==> src/rtl/score_bcd_serial.sv <==
// Serial binary-to-BCD converter: one double-dabble iteration per clock, restarted whenever the score changes.
// Optional leading-zero blank mask is built only when SCORE_BCD_BLANK_EN is defined; otherwise blank is tied to 0.
module score_bcd_serial #(
  parameter int WIDTH  = 8,
  parameter int DIGITS = 3
) (
  input  logic                  clock,
  input  logic                  reset_n,
  input  logic [WIDTH-1:0]      score,
  output logic [4*DIGITS-1:0]   bcd,
  output logic                  valid,
  output logic                  busy,
  output logic [DIGITS-1:0]     blank
);

  localparam int CNT_W = $clog2(WIDTH + 1);
  localparam int SR_W  = 4 * DIGITS + WIDTH;

  typedef enum logic [1:0] {IDLE, SHIFT, DONE} state_t;

  state_t             state;
  state_t             state_nxt;
  logic [WIDTH-1:0]   last;
  logic [SR_W-1:0]    sreg;
  logic [CNT_W-1:0]   cnt;

  // Add 3 to every BCD nibble >= 5, then shift the whole register left by one.
  function automatic logic [SR_W-1:0] dabble_step(input logic [SR_W-1:0] s);
    logic [SR_W-1:0] r;
    r = s;
    for (int d = 0; d < DIGITS; d++) begin
      if (r[WIDTH + 4*d +: 4] >= 4'd5)
        r[WIDTH + 4*d +: 4] = r[WIDTH + 4*d +: 4] + 4'd3;
    end
    return {r[SR_W-2:0], 1'b0};
  endfunction

  always_ff @(posedge clock) begin
    if (!reset_n) state <= IDLE;
    else          state <= state_nxt;
  end

  always_comb begin
    state_nxt = state;
    busy      = 1'b0;
    case (state)
      IDLE:    if (score != last) state_nxt = SHIFT;
      SHIFT: begin
        busy = 1'b1;
        if (cnt == CNT_W'(WIDTH - 1)) state_nxt = DONE;
      end
      DONE: begin
        busy      = 1'b1;
        state_nxt = IDLE;
      end
      default: state_nxt = IDLE;
    endcase
  end

  // The shift register is pure datapath and is always (re)loaded on capture.
  always_ff @(posedge clock) begin
    if (!reset_n) begin
      last  <= '0;
      cnt   <= '0;
      bcd   <= '0;
      valid <= 1'b0;
    end else begin
      valid <= 1'b0;
      case (state)
        IDLE: begin
          if (score != last) begin
            last <= score;
            sreg <= {{(4*DIGITS){1'b0}}, score};
            cnt  <= '0;
          end
        end
        SHIFT: begin
          sreg <= dabble_step(sreg);
          cnt  <= cnt + CNT_W'(1);
        end
        DONE: begin
          bcd   <= sreg[SR_W-1 -: 4*DIGITS];
          valid <= 1'b1;
        end
        default: ;
      endcase
    end
  end

`ifdef SCORE_BCD_BLANK_EN
  localparam logic [DIGITS-1:0] BLANK_RST = ~DIGITS'(1);

  // Digit i blanks only when it and every more-significant digit are zero; ones never blanks.
  function automatic logic [DIGITS-1:0] blank_mask(input logic [4*DIGITS-1:0] b);
    logic [DIGITS-1:0] m;
    logic              zero_above;
    m          = '0;
    zero_above = 1'b1;
    for (int i = DIGITS - 1; i >= 1; i--) begin
      zero_above = zero_above & (b[4*i +: 4] == 4'd0);
      m[i]       = zero_above;
    end
    return m;
  endfunction

  always_ff @(posedge clock) begin
    if (!reset_n)          blank <= BLANK_RST;
    else if (state == DONE) blank <= blank_mask(sreg[SR_W-1 -: 4*DIGITS]);
  end
`else
  assign blank = '0;
`endif

endmodule

==> config.mk <==
export PLATFORM = sky130hd
export DESIGN_NAME = score_bcd_serial
export DESIGN_NICKNAME = d
export VERILOG_FILES = /design/src/rtl/score_bcd_serial.sv
export SDC_FILE = /design/constraint.sdc
export NUM_CORES = 1
export LEC_CHECK = 0
export BUFFER_PORTS_ARGS = -buffer_cell sky130_fd_sc_hd__buf_2
export CAP_MARGIN = 15
export CORE_MARGIN = 2
export CORE_UTILIZATION = 30
export DETAILED_ROUTE_END_ITERATION = 8
export PLACE_DENSITY = 0.46
export SLEW_MARGIN = 20
export SYNTH_ARGS = -nofsm -noshare
export SYNTH_HDL_FRONTEND = slang
export SYNTH_SLANG_ARGS = --single-unit
export TNS_END_PERCENT = 10
==> constraint.sdc <==
create_clock -name clock -period 8 [get_ports clock]
set_input_delay 1.6 -clock clock [delete_from_list [all_inputs] [get_ports clock]]
set_output_delay 1.6 -clock clock [all_outputs]
set_load 0.05 [all_outputs]
* Word level (Yosys, flattened, before mapping)
Cells that the tools add are included.
Operators by class: reductions and logical operators 7, div/mod/pow operators 0, bitwise logic cells 0, add/sub/neg operators 4, eq/ne operators 6, shift operators 0, muxes and demuxes 12, $mul 0, magnitude comparators 3
Operators by type and width (count):
- 20-bit one-hot mux with 2 select lines | 1
- 20-bit two-way mux | 1
- 4-bit by 3-bit greater-or-equal comparator with 1-bit output, second input constant | 3
- 4-bit two-way mux | 3
- 4-bit by 2-bit adder with 4-bit output, second input constant | 2
- 8-bit != test | 1
- 4-bit one-hot mux with 2 select lines | 1
- 2-bit AND reduction | 3
- 4-bit by 1-bit adder with 4-bit output, second input constant | 1
- 4-bit by 3-bit == test with 1-bit output, second input constant | 1
- 2-bit two-way mux | 2
- 2-bit != test, second input constant | 2
- 2-bit one-hot mux with 2 select lines | 1
- 3-bit by 2-bit adder with 3-bit output, second input constant | 1
- 3-bit two-way mux | 1
- 3-bit AND reduction | 1
- 2-bit by 1-bit == test with 1-bit output, second input constant | 1
- 2-bit == test, second input constant | 1
- 2-bit zero test | 1
- 1-bit two-way mux | 2
- 2-bit nonzero test | 1
- 2-bit OR reduction | 1
Word-level totals: input port bits 10, memories 0, register bits 47, RAM bits 0, word-level logic and storage cells 38, output and inout bits 17, latch bits 0, bits in read-only memories 0

* Longest topological paths before layout
depth after elaboration 3, mapped depth 7, depth with buffers taken out 6

* Least setup slack after synthesis
OpenSTA, ideal clock, no wires.
kind input port to flip-flop, start input port score[2], end register sreg[0], enable pin, arrival 3.676 ns, data required time 7.574 ns, stages 4, path buffers 0, setup time 0.426 ns, path slack 3.897 ns, path through xor2_1 -> nor4_4 -> and3_1 -> nor3b_1
On the way: longest elaborated chain between the ends 3
Ends and longest elaborated chain:
- start: declaration | line 9 | input logic [WIDTH-1:0] score,
- 8-bit != test | line 71 | if (score != last) begin
- 2-bit != test (no source line)
- 3-bit AND reduction (no source line)
- end signal: assignment | line 73 | sreg <= {{(4*DIGITS){1'b0}}, score};
- end signal: assignment | line 78 | sreg <= dabble_step(sreg);
- end: declaration | line 24 | logic [SR_W-1:0] sreg;
No other way between the ends. A chain may end at the register's enable or synchronous reset.

* Worst setup path in the final report
start input port score[1], end register sreg[19], enable pin
The elaborated chain is that of the path after synthesis.

==> reports/metrics.yaml <==
outcome:
  run_status: "finished, final reports clean"
logic_synthesis:
  synth_top_area_cell: "sky130_fd_sc_hd__edfxtp_1"
  synth_seq_area_share_pct: 46.18
  synth-warning-count: 0
  yosys_most_used_dff: "sky130_fd_sc_hd__dfxtp_1"
  synthesis.area_mm2: 0.002471
  netlist.area_leader.share_pct: 24.30
  synth-seq-cells: 47
  avgSynthCellArea_um2: 10.61
  top_cells_by_count_synth: "sky130_fd_sc_hd__nand2_1 (29), sky130_fd_sc_hd__dfxtp_1 (27), sky130_fd_sc_hd__edfxtp_1 (20), sky130_fd_sc_hd__mux2i_1 (20), sky130_fd_sc_hd__nor2b_1 (17)"
  async_reset_ff_share_pct: 0
  post_syn_instances: 233
  count_of_cell_types_in_the_netlist: 39
  synth_enable_flop_cells: 20
  library_cell_with_the_highest_instance_count_after_synthesis: "sky130_fd_sc_hd__nand2_1"
  synth_top_cells_by_area: "sky130_fd_sc_hd__edfxtp_1 (24%), sky130_fd_sc_hd__dfxtp_1 (22%), sky130_fd_sc_hd__mux2i_1 (8.1%)"
layout:
  fillCellCount: 869
  area_delta_synth_final_pct: 13.67
  num_antenna_cells: 0
  finish.net_count: 273
  post_route_cells_drive_above_1_share_pct: 17.39
floorplanning:
  floorplan.initialDensity_pct: 30.53
  placeableCoreArea_mm2: 0.008093
  top_level_ports: 27
  std_cell_rows: 33
  die-width_um: 94.76
  fp.dieArea_mm2: 0.008979
  die_h_um: 94.76
global_route:
  globalRoute.totalOverflow: 0
  grt_pass1_wl_um: 7748
  antenna_found_initial: 0
  grt_max_degree: 45
  grtUsageTotal_pct: 10.97
  grt_pass1_vias: 1598
clocking:
  clkSinkCount: 47
  cts_hold_buffers: 0
  h-tree-depth: 2
  post_cts.resized_instances: 0
  tritoncts: "done"
  cts_made_buffers: 5
  path_clk_slew_ns: 0.09
  post_cts_buffers: 0
  ctsLongestPathBuffers: 2
  clk-insertion-delay-late_ns: 0.31
  cts_root_buf: "sky130_fd_sc_hd__clkbuf_8"
drt:
  detail_route.wl_per_cell_um: 12.37
  drt_iter0_drc: 48
  ant_nets: 0
  routed_wl_um: 4427
  routed_via_density: 4.601
  drcViolationCount: 0
  detail_route.first_pass.iterations: 4
  num_vias: 1647
timing:
  finalSetupViolations: 0
  report.final.hold_viol_count: 0
  finalWorstPathRequiredPeriod_ns: 2.935
  fmax_mhz: 340.7
  timing.clock.skew_ns: 0.01134
  timing_worst_slew_pin_value_ns: 0.7662
  timing_max_transition_violations_final: 0
  layout_worst_path_cycle_share_pct: 36.69
  relSlewSlack_pct: 48.92
  tns_ns: 0
  grt_setup_unrepaired: "no"
min_path:
  hp-class: "flip-flop to flip-flop"
worst_setup_path:
  worstPathArrival_ns: 2.98
  path_max_fanout: 20
  cp_cell_sequence: "buf_2 -> xor2_1 -> nor4_4 -> and3_1 -> nor3b_2 -> buf_4"
  cp_slowest_stage_delay_ns: 0.54
  worstSetupEndpointType: "flip-flop"
  path_delay_family: "simple AND/OR/NAND/NOR gates"
  path_class: "input port to flip-flop"
  crit_path_top_delay_cell: "sky130_fd_sc_hd__nor4_4"
  timing.critical_path.buf_inv: 2
  worstPathRequired_ns: 8.04
  startpoint_type: "input port"
place:
  post-dp-hpwl_um: 3020
  gpl.final_weighted_congestion: 0.7159
  placement.io_buffers: 23
power_and_ir_drop:
  static-leakage-power_nw: 1.162
  total_power_mw: 0.8145
  irDropWorstVdd_uv: 106.0
  power_density_mw_per_mm2: 290.0
run:
  cap_viol_max_count: 0
path summary, 6_finish.rpt:
path / startpoint / depth (start not counted) / to / slack [ns]
hold / removal: last[5]$_SDFFE_PN0P_ / 2 / last[5]$_SDFFE_PN0P_ / 0.47
setup reg to reg: last[1]$_SDFFE_PN0P_ / 5 / sreg[19]$_SDFFCE_PN0P_ / 6.13
setup / recovery: score[1] / 6 / sreg[19]$_SDFFCE_PN0P_ / 5.07
hold reg to reg: last[5]$_SDFFE_PN0P_ / 2 / last[5]$_SDFFE_PN0P_ / 0.47
metal layers:
metal	global-route usage (%)	up-vias	share of wire, %
met5	0	-	0
met3	2.793	6	3.9
met1	14.88	779	51
li1	-	840	-
met4	3.986	0	1.6
met2	16.84	22	43
cells in the final DEF (no fill, tap or decap), drive strengths merged, types with 6 or more instances in the layout:
| master | count |
|---|---|
| ha | 11 |
| dfxtp | 27 |
| xor2 | 8 |
| mux2i | 20 |
| buf | 25 |
| inv | 9 |
| and3 | 7 |
| nor2b | 17 |
| nand2 | 29 |
| nand3 | 6 |
| edfxtp | 20 |
| mux2 | 7 |
| and2 | 7 |
sequential cells by signal (all words and copies together), names as in the netlist:
| name | count |
|---|---|
| bcd | 12 |
| cnt | 4 |
| last | 8 |
| sreg | 20 |
| state | 2 |
| valid | 1 |
logic make-up (layout without fill, tap and decap cells):
kind of cell               count (synthesis)  count (layout)  share of synthesized area [%]
AOI/OAI and AO/OA                         26              26                          8.101
DFF                                       47              47                          46.18
buffers and inverters                     23              41                          4.304
xor gates and xnor gates                  13              13                          4.608
and+or+nand+nor                           85              85                          19.80
adders and majority gates                 11              11                          5.570
other                                      1               3                         0.1518
muxes                                     27              27                          11.29
worst register-to-register path: stages (launching register included):
cell                      delay [ns]
sky130_fd_sc_hd__dfxtp_1        0.33
sky130_fd_sc_hd__xor2_1         0.18
sky130_fd_sc_hd__nor4_4         0.54
sky130_fd_sc_hd__and3_1         0.28
sky130_fd_sc_hd__nor3b_2        0.05
sky130_fd_sc_hd__buf_4          0.22
report_power, final:
group / switching, mW / total [mW] / leakage [nW] / internal, mW
clock: 0.0886 / 0.216 / 0.0703 / 0.127
sequential: 0.0360 / 0.350 / 0.417 / 0.314
combinational: 0.141 / 0.249 / 0.675 / 0.108
total: 0.265 / 0.815 / 1.16 / 0.549
final cells by class:
type / count / area (um^2) / area share, %
inverter: 8 / 30.03 / 1.069
clock inverter: 3 / 71.32 / 2.539
sequential: 47 / 1141 / 40.62
timing repair buffer: 25 / 130.1 / 4.633
multi-input combinational: 165 / 1236 / 44.01
tap: 105 / 131.4 / 4.677
clock buffer: 5 / 68.82 / 2.450
per-stage QoR:
| step | utilization [%] | worst slack [ns] | std cells | cell area, um^2 | hold slack (ns) |
|---|---|---|---|---|---|
| final | 34.71 | 5.065 | 358 | 2809 | 0.4743 |
| after global routing | 34.71 | 4.956 | 358 | 2809 | 0.4960 |
| after CTS | 34.71 | 5.047 | 358 | 2809 | 0.4791 |
| after detailed placement | 32.98 | 4.719 | 350 | 2669 | 0.4654 |
| after global placement | 32.98 | 4.762 | 350 | 2669 | 0.4604 |
| after floorplan | - | 3.897 | 235 | 2479 | 0.4465 |
(Power assumes the default switching activity.)
